### src/rtl/bwzz_irq_pkg.sv
// Shared definitions for the interrupt sequencer.
//   irq_state_e   : FSM state encoding (IDLE/PENDING/ASSERT/SERVICE).
//   DefSyncStages : default synchroniser depth.
//   DefIntCycles  : default number of cycles interrupt is held high.
package bwzz_irq_pkg;

    typedef enum logic [1:0] {
        StIdle    = 2'b00,
        StPending = 2'b01,
        StAssert  = 2'b10,
        StService = 2'b11
    } irq_state_e;

    localparam int unsigned DefSyncStages = 2;
    localparam int unsigned DefIntCycles  = 3;

endpackage

### src/rtl/irq_sync_edge.sv
// Synchronises an asynchronous request and flags its rising edge.
// Ports:
//   clk      in  : clock, rising edge
//   rst      in  : synchronous active-low reset
//   irq_in   in  : asynchronous request
//   irq_edge out : one-cycle rising-edge flag, decoded from registers only
module irq_sync_edge
    import bwzz_irq_pkg::*;
#(
    parameter int unsigned SYNC_STAGES = DefSyncStages
) (
    input  logic clk,
    input  logic rst,
    input  logic irq_in,
    output logic irq_edge
);

    logic [SYNC_STAGES-1:0] sync_q, sync_d;
    logic                   prev_q, prev_d;

    always_comb begin
        sync_d = {sync_q[SYNC_STAGES-2:0], irq_in};
        prev_d = sync_q[SYNC_STAGES-1];
    end

    always_ff @(posedge clk) begin
        if (!rst) begin
            sync_q <= '0;
            prev_q <= 1'b0;
        end else begin
            sync_q <= sync_d;
            prev_q <= prev_d;
        end
    end

    // Chain and prev clear together, so a level held through reset reappears as an edge.
    assign irq_edge = sync_q[SYNC_STAGES-1] & ~prev_q;

endmodule

### src/rtl/irq_sequencer.sv
// Feeds the core's interrupt input: synchronises irq_in, holds a captured edge pending
// until the core is neither flushing nor stalled, then drives interrupt for INT_CYCLES
// cycles and blocks new requests until rti_done.
// Ports:
//   clk, rst            : clock; synchronous active-low reset
//   irq_in              : asynchronous external request (rising edge significant)
//   flush, stall        : core conditions that defer launch
//   rti_done            : core retired RTI; ends service
//   interrupt           : to core, high in ASSERT
//   int_start           : first ASSERT cycle only
//   pending             : request captured, not launched
//   int_busy            : ASSERT or SERVICE
//   drop_count          : saturating lost/merged edge count (IRQ_DROP_COUNT_EN only)
// Optional feature macro: IRQ_DROP_COUNT_EN.
module irq_sequencer
    import bwzz_irq_pkg::*;
#(
    parameter int unsigned SYNC_STAGES = DefSyncStages,
    parameter int unsigned INT_CYCLES  = DefIntCycles
`ifdef IRQ_DROP_COUNT_EN
    ,
    parameter int unsigned DROP_W      = 8
`endif
) (
    input  logic              clk,
    input  logic              rst,
    input  logic              irq_in,
    input  logic              flush,
    input  logic              stall,
    input  logic              rti_done,
    output logic              interrupt,
    output logic              int_start,
    output logic              pending,
`ifdef IRQ_DROP_COUNT_EN
    output logic              int_busy,
    output logic [DROP_W-1:0] drop_count
`else
    output logic              int_busy
`endif
);

    localparam int unsigned    StepW    = (INT_CYCLES > 1) ? $clog2(INT_CYCLES) : 1;
    localparam logic [StepW-1:0] StepInit = StepW'(INT_CYCLES - 1);

    logic             irq_edge;
    irq_state_e       state_q, state_d;
    logic [StepW-1:0] step_q, step_d;

    irq_sync_edge #(
        .SYNC_STAGES (SYNC_STAGES)
    ) u_sync_edge (
        .clk      (clk),
        .rst      (rst),
        .irq_in   (irq_in),
        .irq_edge (irq_edge)
    );

    always_comb begin
        state_d = state_q;
        step_d  = step_q;
        unique case (state_q)
            StIdle: begin
                if (irq_edge) state_d = StPending;
            end
            StPending: begin
                if (!flush && !stall) begin
                    state_d = StAssert;
                    step_d  = StepInit;
                end
            end
            StAssert: begin
                if (step_q == '0) state_d = StService;
                else              step_d  = step_q - StepW'(1);
            end
            StService: begin
                // An edge coinciding with rti_done is kept rather than lost.
                if (rti_done) state_d = irq_edge ? StPending : StIdle;
            end
            default: state_d = StIdle;
        endcase
    end

    always_ff @(posedge clk) begin
        if (!rst) begin
            state_q <= StIdle;
            step_q  <= '0;
        end else begin
            state_q <= state_d;
            step_q  <= step_d;
        end
    end

    assign interrupt = (state_q == StAssert);
    assign int_start = (state_q == StAssert) && (step_q == StepInit);
    assign pending   = (state_q == StPending);
    assign int_busy  = (state_q == StAssert) || (state_q == StService);

`ifdef IRQ_DROP_COUNT_EN
    logic [DROP_W-1:0] drop_q, drop_d;
    logic              drop_event;

    always_comb begin
        drop_event = irq_edge && ((state_q == StPending) || (state_q == StAssert) ||
                                  ((state_q == StService) && !rti_done));
        drop_d     = drop_q;
        if (drop_event && (drop_q != '1)) drop_d = drop_q + DROP_W'(1);
    end

    always_ff @(posedge clk) begin
        if (!rst) drop_q <= '0;
        else      drop_q <= drop_d;
    end

    assign drop_count = drop_q;
`endif

endmodule

### config.mk
export PLATFORM = sky130hd
export DESIGN_NAME = irq_sequencer
export DESIGN_NICKNAME = d
export VERILOG_FILES = /design/src/rtl/bwzz_irq_pkg.sv /design/src/rtl/irq_sync_edge.sv /design/src/rtl/irq_sequencer.sv
export SDC_FILE = /design/constraint.sdc
export NUM_CORES = 1
export LEC_CHECK = 0
export BUFFER_PORTS_ARGS = -buffer_cell sky130_fd_sc_hd__buf_2
export CORE_AREA = 4 4 41 43
export CTS_CLUSTER_DIAMETER = 60
export DETAILED_ROUTE_END_ITERATION = 7
export DIE_AREA = 0 0 45 47
export GPL_TIMING_DRIVEN = 0
export PLACE_DENSITY = 0.57
export SLEW_MARGIN = 30
export SYNTH_ARGS = -nofsm -noshare
export SYNTH_HDL_FRONTEND = slang
export SYNTH_HIERARCHICAL = 1
export SYNTH_SLANG_ARGS = --single-unit
### constraint.sdc
create_clock -name clk -period 1.6 [get_ports clk]
set_clock_uncertainty 0.15 [all_clocks]
set_input_delay 0.24 -clock clk [delete_from_list [all_inputs] [get_ports clk]]
set_output_delay 0.24 -clock clk [all_outputs]
set_load 0.005 [all_outputs]
* Yosys cells after proc, flatten, opt, wreduce, memory -nomap -nowiden *
Cells that the tools add are included.

operators by class
  add/subtract/negate cells = 1
  equal/unequal tests = 9
  muxes and demuxes = 8
  bitwise gates (word level) = 2
  reductions and logical operators = 10

operator list
  kind                 count
  $mux 2               5
  $pmux 2 s4           1
  $eq 2x2->1 const B   3
  $ne 2x2->1 const B   3
  $logic_not 2->1      2
  $ne 2x1->1 const B   2
  $pmux 2 s2           1
  $reduce_and 4->1     1
  $reduce_and 3->1     1
  $eq 2x1->1 const B   1
  $logic_and 1x1->1    2
  $logic_not 1->1      2
  $reduce_bool 2->1    1
  $sub 2x1->2 const B  1
  $and 1x1->1          1
  $logic_or 1x1->1     1
  $mux 1               1
  $not 1->1            1

storage, ports and cells
  register bits = 7
  bits of input ports = 6
  word-level logic and storage cells = 34

* Depth between registers and ports, before layout *
Gate-level depths: netlist of run 1.

  depth in word-level cells = 5
  gate-level depth with buffers = 5

* By module *
The synthesis of run 1 kept the hierarchy.

modules (own cells, without submodules)
  module         instances  cells each  area an instance (um2)  seq. area each (um2)
  irq_sequencer  1          40          362.8                   80.1
  irq_sync_edge  1          7           92.6                    60.1

* Worst setup path before layout of run 1 *
Ideal clock, no wire load.

  kind = reg2reg
  start point = register state_q[0]
  end point = register step_q[1]
  setup time = 115 ps
  data arrival time = 1,266 ps
  setup slack = 69 ps
  cell stages (with the launch flop) = 6
  period minus slack after synthesis = 1,531 ps
  cell sequence = dfxtp_1 > inv_1 > ha_1 > or2_4 > a31oi_1 > and3b_1

between the ends
  longest elaborated chain between the ends = 3
  elaborated cells between the ends (all ways) = 7

ends and longest elaborated chain
  what                                                 RTL line             RTL
  start, declared                                      irq_sequencer.sv:46  irq_state_e state_q, state_d;
  start signal, assigned                               irq_sequencer.sv:85  state_q <= StIdle;
  start signal, assigned                               irq_sequencer.sv:88  state_q <= state_d;
  $eq 2x2->1 / $eq 2x1->1 (equally long branches)      irq_sequencer.sv:61  unique case (state_q)
  $ne 2x2->1 (no source line) (tied with other cells)  --
  $reduce_and 3->1 (no source line)                    --
  end signal, assigned                                 irq_sequencer.sv:89  step_q <= step_d;
  end, declared                                        irq_sequencer.sv:47  logic [StepW-1:0] step_q, step_d;

Several ways; a longest one is shown, not always the timed one.
A chain may end at the register's enable or synchronous reset.

* Final worst setup path of run 1 *
  start point = register state_q[0]
  end point = output port int_busy

between the ends
  longest elaborated chain between the ends = 2
  elaborated cells between the ends (all ways) = 3

ends and longest elaborated chain
  what                  RTL line             RTL
  $eq 2x2->1            irq_sequencer.sv:96  assign int_busy = (state_q == StAssert) || (state_q == StService);
  $logic_or 1x1->1 (*)  irq_sequencer.sv:96
  end, declared         irq_sequencer.sv:38  output logic int_busy

Mark *: on every way between the ends. The rest lies on a longest branch, timed or not.

==> impl_metrics.env, run 1 <==
export IMPL_switchingPower_mw=0.282
export IMPL_synth_ff_type="dfxtp_1"
export IMPL_fin_ws_ns=0.0530
export IMPL_dp_cells=71
export IMPL_final_antenna_net_count=0
export IMPL_insertion_delay_ns=0.24
export IMPL_leakage_nw=0.267
export IMPL_routed_wl_um=760
export IMPL_path_max_fanout=5
export IMPL_grt_usage_pct=8.96
export IMPL_n_antenna_cell=0
export IMPL_synth_xor_xnor_area_share_pct=0
export IMPL_core_mm2=0.00130
export IMPL_worst_r2r_endpoint="step_q[1]"
export IMPL_path_cells="inv_4, ha_4, or2_1, buf_2"
export IMPL_critPathLaunchType="flop"
export IMPL_stdcell_count=77
export IMPL_avgSynthCellArea_um2=9.69
export IMPL_drtIter0Drc=0
export IMPL_r2r_slack_ns=0.12
export IMPL_r2r_start="state_q[1]"
export IMPL_hold_buffers=0
export IMPL_row_count=13
export IMPL_arrival_ns=1.16
export IMPL_hold_viol=0
export IMPL_first_pass_iters=1
export IMPL_cts_clk_slew_worst_paths_ns=0.05
export IMPL_worst_setup_path_end_kind="primary output"
export IMPL_yosys_area_share_simple_pct=26.6
export IMPL_hold_path_class="in -> reg"
export IMPL_drive_above_1_share_pct=40.3
export IMPL_hp_start="irq_in"
export IMPL_slowest_stage="dfxtp_4"
export IMPL_tritoncts="done"
export IMPL_die_y_um=47
export IMPL_synth_area_leaders="dfxtp_1 (31%), ha_1 (22%), and2_1 (5.5%)"
export IMPL_finalSetupViolations=0
export IMPL_synth_top_cell_by_area="dfxtp_1"
export IMPL_io_pins=10
export IMPL_slew_headroom_pct=86.2
export IMPL_final_max_slew_violation_count=0
export IMPL_synth_fa_ha_area_share_pct=22.0
export IMPL_htreeDepth=1
export IMPL_fill_cells=158
export IMPL_min_period_ns=1.55
export IMPL_grt_max_degree=10
export IMPL_postSynthCellCount=47
export IMPL_grt_pass1_vias=336
export IMPL_clockPowerShare_pct=19.1
export IMPL_synth_compound_area_share_pct=12.1
export IMPL_dp_hpwl_um=592
export IMPL_cts_sinks=7
export IMPL_max_freq_mhz=646
export IMPL_tightest_slew_ns=0.206
export IMPL_report_power_total_mw=0.809
export IMPL_worstHoldEndpoint="u_sync_edge/sync_q[0]"
export IMPL_grt_ovfl_total=0
export IMPL_drc=0
export IMPL_ys_seq_elements=7
export IMPL_die_area_mm2=0.00212
export IMPL_grt_setup_unrepaired="yes"
export IMPL_seqPwrFrac_pct=33.2
export IMPL_grt_pass1_wl_um=1370
export IMPL_cts_max_path_buffers=2
export IMPL_chipWidth_um=45
export IMPL_viasPerCell=4.61
export IMPL_preCtsSetupSlack_ns=-0.0551
export IMPL_final_area_um2=588
export IMPL_globalplace_congestion=0.774
export IMPL_final_util_pct=45.2
export IMPL_vias=355
export IMPL_netlist_area_um2=455
export IMPL_max_cap_violations=0
export IMPL_required_ns=1.21
export IMPL_pwr_share_comb_pct=47.7
export IMPL_yosysUniqueCellTypes=20
export IMPL_setup_tns_ns=0
export IMPL_outcome="finished, final reports clean"
export IMPL_holdWs_ns=0.0498
export IMPL_peakVddDrop_uv=596
export IMPL_portBuffers=9
export IMPL_crit_type="reg -> out"
export IMPL_synth_top_area_share_pct=30.8
export IMPL_synth_seq_area_share_pct=30.8
export IMPL_synth_nets=61
export IMPL_wl_per_cell_um=9.87
export IMPL_yosysWarnings=6
export IMPL_antenna_found_initial=0
export IMPL_finalNetCount=77
export IMPL_crit_start="state_q[0]"
export IMPL_netlist_top_cells_count="ha_1 (8), dfxtp_1 (7), inv_1 (5)"
export IMPL_cts_root_buf="clkbuf_4"
export IMPL_cts_inserted_buffers=3
export IMPL_switching_share_pct=34.8
export IMPL_rr_worst_depth=5
export IMPL_synth_top_family_by_area="simple AND/OR/NAND/NOR gates"
export IMPL_synth_mux_area_share_pct=4.40
export IMPL_async_flop_share_pct=0
export IMPL_area_growth_syn_to_layout_pct=29.1
export IMPL_synth_edf_count=0
export IMPL_worst_path_largest_cell_delay_ns=0.38
export IMPL_worstHoldPathCells=2
export IMPL_placed_area_um2=519
export IMPL_intPower_mw=0.527
export IMPL_synth_most_common_cell="ha_1"
export IMPL_powerDensity_mw_per_mm2=1380
export IMPL_fin_crit_sh_pct=96.7
export IMPL_start_util_pct=35.0
==> registers in the layout (all words and copies together), names as in the netlist <==
name / count
step_q: 2
state_q: 2
u_sync_edge/prev_q: 1
u_sync_edge/sync_q: 2
==> layout make-up <==
type                            instances  area (µm²)  area share, %
Clock buffer                            4        26.3           4.47
Inverter                                5        21.3           3.62
Multi-Input combinational cell         35         314           53.4
Sequential cell                         7         148           25.1
Tap cell                               15        18.8           3.19
Timing Repair Buffer                   11        60.1           10.2
==> critical path: cells and delay by family, from the launching register on <==
kind	cells	cell delay (ns)
fa+ha+maj	1	0.16
buf+inv	2	0.17
flops	1	0.38
simple gates	1	0.21
==> cell families (layout without fill, tap and decap cells) <==
group | count (synthesis) | in the layout
compound gates | 6 | 6
fa+ha+maj | 8 | 8
flops | 7 | 7
simple gates | 19 | 19
mux | 2 | 2
buf+inv | 5 | 20
==> worst max path at each step <==
| stage | to | slack (ns) |
|---|---|---|
| 2_1_floorplan | step_q[1] | 0.07 |
| 3_3_place_gp | step_q[1] | -0.06 |
| 3_5_place_dp | step_q[1] | -0.06 |
| 4_1_cts | int_start | 0.003 |
| 5_1_grt | int_busy | -0.008 |
| 6_report | int_busy | 0.05 |
==> layer usage <==
layer  track usage, %  vias to the layer above  routed length (µm)
met2             13.8                        8                 336
li1                 -                      190                   -
met3             5.75                        0                  51
met5                0                        -                   0
met1             11.3                      157                 372
met4                0                        0                   0
==> placed cells by master (no fill, tap or decap) <==
master / count
a31oi_1: 1
inv_4: 1
or2_4: 1
buf_2: 9
ha_4: 1
inv_1: 4
mux2i_1: 2
dfxtp_1: 5
ha_1: 5
o31ai_1: 1
ha_2: 2
buf_4: 2
a21boi_2: 1
clkbuf_4: 3
nand2_1: 4
nand4_1: 2
nand2b_1: 2
clkbuf_1: 1
o2111a_2: 1
nor2b_1: 2
nor2b_4: 1
and2_1: 4
dfxtp_4: 2
or2_1: 1
and3b_1: 1
a31o_1: 1
o21ai_2: 1
and3_1: 1
==> power groups by stage <==
stage	Combinational, mW	Clock [mW]	Sequential [mW]
after floorplan	0.259	0	0.243
after global placement	0.329	0	0.255
after detailed placement	0.333	0	0.255
after CTS	0.347	0.164	0.265
after global routing	0.448	0.176	0.275
final	0.386	0.155	0.268
==> timing repair <==
| action | CTS | global route |
|---|---|---|
| resized for setup | 6 | 4 |
| buffers inserted | 0 | 2 |
| setup endpoints to repair | 4 | 6 |
Power figures use the tool's default switching activity.
==> run 2: changes to the inputs <==
- HOLD_SLACK_MARGIN: default -> 0.1
==> run 2 against run 1 <==
  * First-iteration DRC count is the same
  * Critical path type unchanged
  * Clock power barely moved
  * Sequential power is essentially flat
  * Sequential cell count did not move
  * Sequential share of layout area fell by 0.42 points
  * Via count is 1.1% higher
  * Total power increased by 0.23%
  * Hold slack better by 0.11 ns
  * Design area grew 1.7%
  * Final cell count grew 1.3%
==> impl_metrics.env, run 2 (synthesis results as in run 1) <==
export IMPL_outcome="finished, final reports clean"
export IMPL_top_regs="state_q: 2 flops, step_q: 2 flops, u_sync_edge/sync_q: 2 flops"
export IMPL_first_pass_iters=1
export IMPL_finalNetCount=78
export IMPL_holdWs_ns=0.156
export IMPL_max_cap_violations=0
export IMPL_powerDensity_mw_per_mm2=1360
export IMPL_min_period_ns=1.55
export IMPL_globalplace_congestion=0.774
export IMPL_portBuffers=9
export IMPL_placed_area_um2=519
export IMPL_io_pins=10
export IMPL_final_antenna_net_count=0
export IMPL_seq_area_um2=148
export IMPL_final_common_cell="buf_2"
export IMPL_finalSetupViolations=0
export IMPL_final_area_um2=598
export IMPL_insertion_delay_ns=0.24
export IMPL_drc=0
export IMPL_tritoncts="done"
export IMPL_grt_setup_unrepaired="yes"
export IMPL_chipWidth_um=45
export IMPL_antenna_found_initial=0
export IMPL_critPathLaunchType="flop"
export IMPL_final_cell_mix="buf_2 (9), ha_1 (5), dfxtp_1 (5)"
export IMPL_clockPowerShare_pct=19.1
export IMPL_hold_path_class="in -> reg"
export IMPL_switching_share_pct=34.8
export IMPL_cts_inserted_buffers=3
export IMPL_area_growth_syn_to_layout_pct=31.3
export IMPL_final_max_slew_violation_count=0
export IMPL_report_power_total_mw=0.811
export IMPL_core_mm2=0.00130
export IMPL_fill_cells=157
export IMPL_vias=359
export IMPL_grt_pass1_vias=351
export IMPL_fin_crit_sh_pct=96.7
export IMPL_final_util_pct=46.0
export IMPL_switchingPower_mw=0.282
export IMPL_cts_root_buf="clkbuf_4"
export IMPL_cts_max_path_buffers=2
export IMPL_slew_headroom_pct=86.2
export IMPL_leakage_nw=0.271
export IMPL_die_area_mm2=0.00212
export IMPL_drive_above_1_share_pct=39.7
export IMPL_start_util_pct=35.0
export IMPL_viasPerCell=4.60
export IMPL_routed_wl_um=770
export IMPL_multi_input_area_um2=314
export IMPL_path_cells="inv_4, ha_4, or2_1, buf_2"
export IMPL_die_y_um=47
export IMPL_arrival_ns=1.16
export IMPL_seqPwrFrac_pct=33.1
export IMPL_grt_usage_pct=9.20
export IMPL_r2r_slack_ns=0.12
export IMPL_htreeDepth=1
export IMPL_worst_setup_path_end_kind="primary output"
export IMPL_dp_hpwl_um=592
export IMPL_tightest_slew_ns=0.206
export IMPL_intPower_mw=0.529
export IMPL_cts_sinks=7
export IMPL_wl_per_cell_um=9.87
export IMPL_path_max_fanout=5
export IMPL_row_count=13
export IMPL_grt_max_degree=10
export IMPL_pwr_share_comb_pct=47.8
export IMPL_peakVddDrop_uv=596
export IMPL_slowest_stage="dfxtp_4"
export IMPL_cts_clk_slew_worst_paths_ns=0.05
export IMPL_grt_pass1_wl_um=1410
export IMPL_max_freq_mhz=646
export IMPL_grt_ovfl_total=0
export IMPL_drtIter0Drc=0
export IMPL_n_antenna_cell=0
export IMPL_crit_type="reg -> out"
export IMPL_hold_viol=0
export IMPL_worst_path_largest_cell_delay_ns=0.38
export IMPL_required_ns=1.21
[run 2: cell count changes in the layout (fill, tap and decap cells not counted)]
cell	delta
dlygate4sd3_1	+1
[run 2: metrics by stage]
stage | setup WS [ns] | cells | TNS (ns)
floorplan | 0.0689 | 47 | 0
CTS | 0.00336 | 76 | 0
global route | -0.00757 | 78 | -0.00757
finish | 0.0530 | 78 | 0
detailed placement | -0.0551 | 71 | -0.0640
global placement | -0.0604 | 71 | -0.0673
[run 2: area by class of cell]
cell class / instances / share of cell area, %
sequential: 7 / 24.7
tap: 15 / 3.14
multi-input combinational: 35 / 52.5
clock buffer: 4 / 4.39
inverter: 5 / 3.56
timing repair buffer: 12 / 11.7
[run 2: power by group through the flow]
stage | clock [mW] | combinational [mW] | sequential [mW]
after floorplan | 0 | 0.259 | 0.243
after global placement | 0 | 0.329 | 0.255
after detailed placement | 0 | 0.333 | 0.255
after CTS | 0.164 | 0.349 | 0.265
after global routing | 0.176 | 0.450 | 0.275
final | 0.155 | 0.388 | 0.268
[run 2: critical path: cells and delay by family (launching register included)]
family,cells,cell delay [ns]
flops,1,0.38
simple gates,1,0.21
buf+inv,2,0.17
fa+ha+maj,1,0.16
[run 2: timing repair]
action | CTS | global route
hold buffers | 1 | 0
buffers inserted | 0 | 2
setup endpoints to repair | 4 | 6
hold endpoints to repair | 1 | 0
gates resized for setup | 6 | 4
pin swaps | 0 | 0
[run 2: path summary, 6_finish.rpt]
| kind | from | depth (start not counted) | to |
|---|---|---|---|
| max reg2reg | state_q[1] | 5 | step_q[1] |
| max | state_q[0] | 4 | int_busy |
| min reg2reg | u_sync_edge/sync_q[0] | 1 | u_sync_edge/sync_q[1] |
| min | rst | 3 | state_q[0] |
[run 2: per-layer routing]
metal | GRT usage, % | wire [µm]
met5 | 0 | 0
met2 | 14.4 | 347
met4 | 0 | 0
met3 | 5.75 | 49
met1 | 11.5 | 373
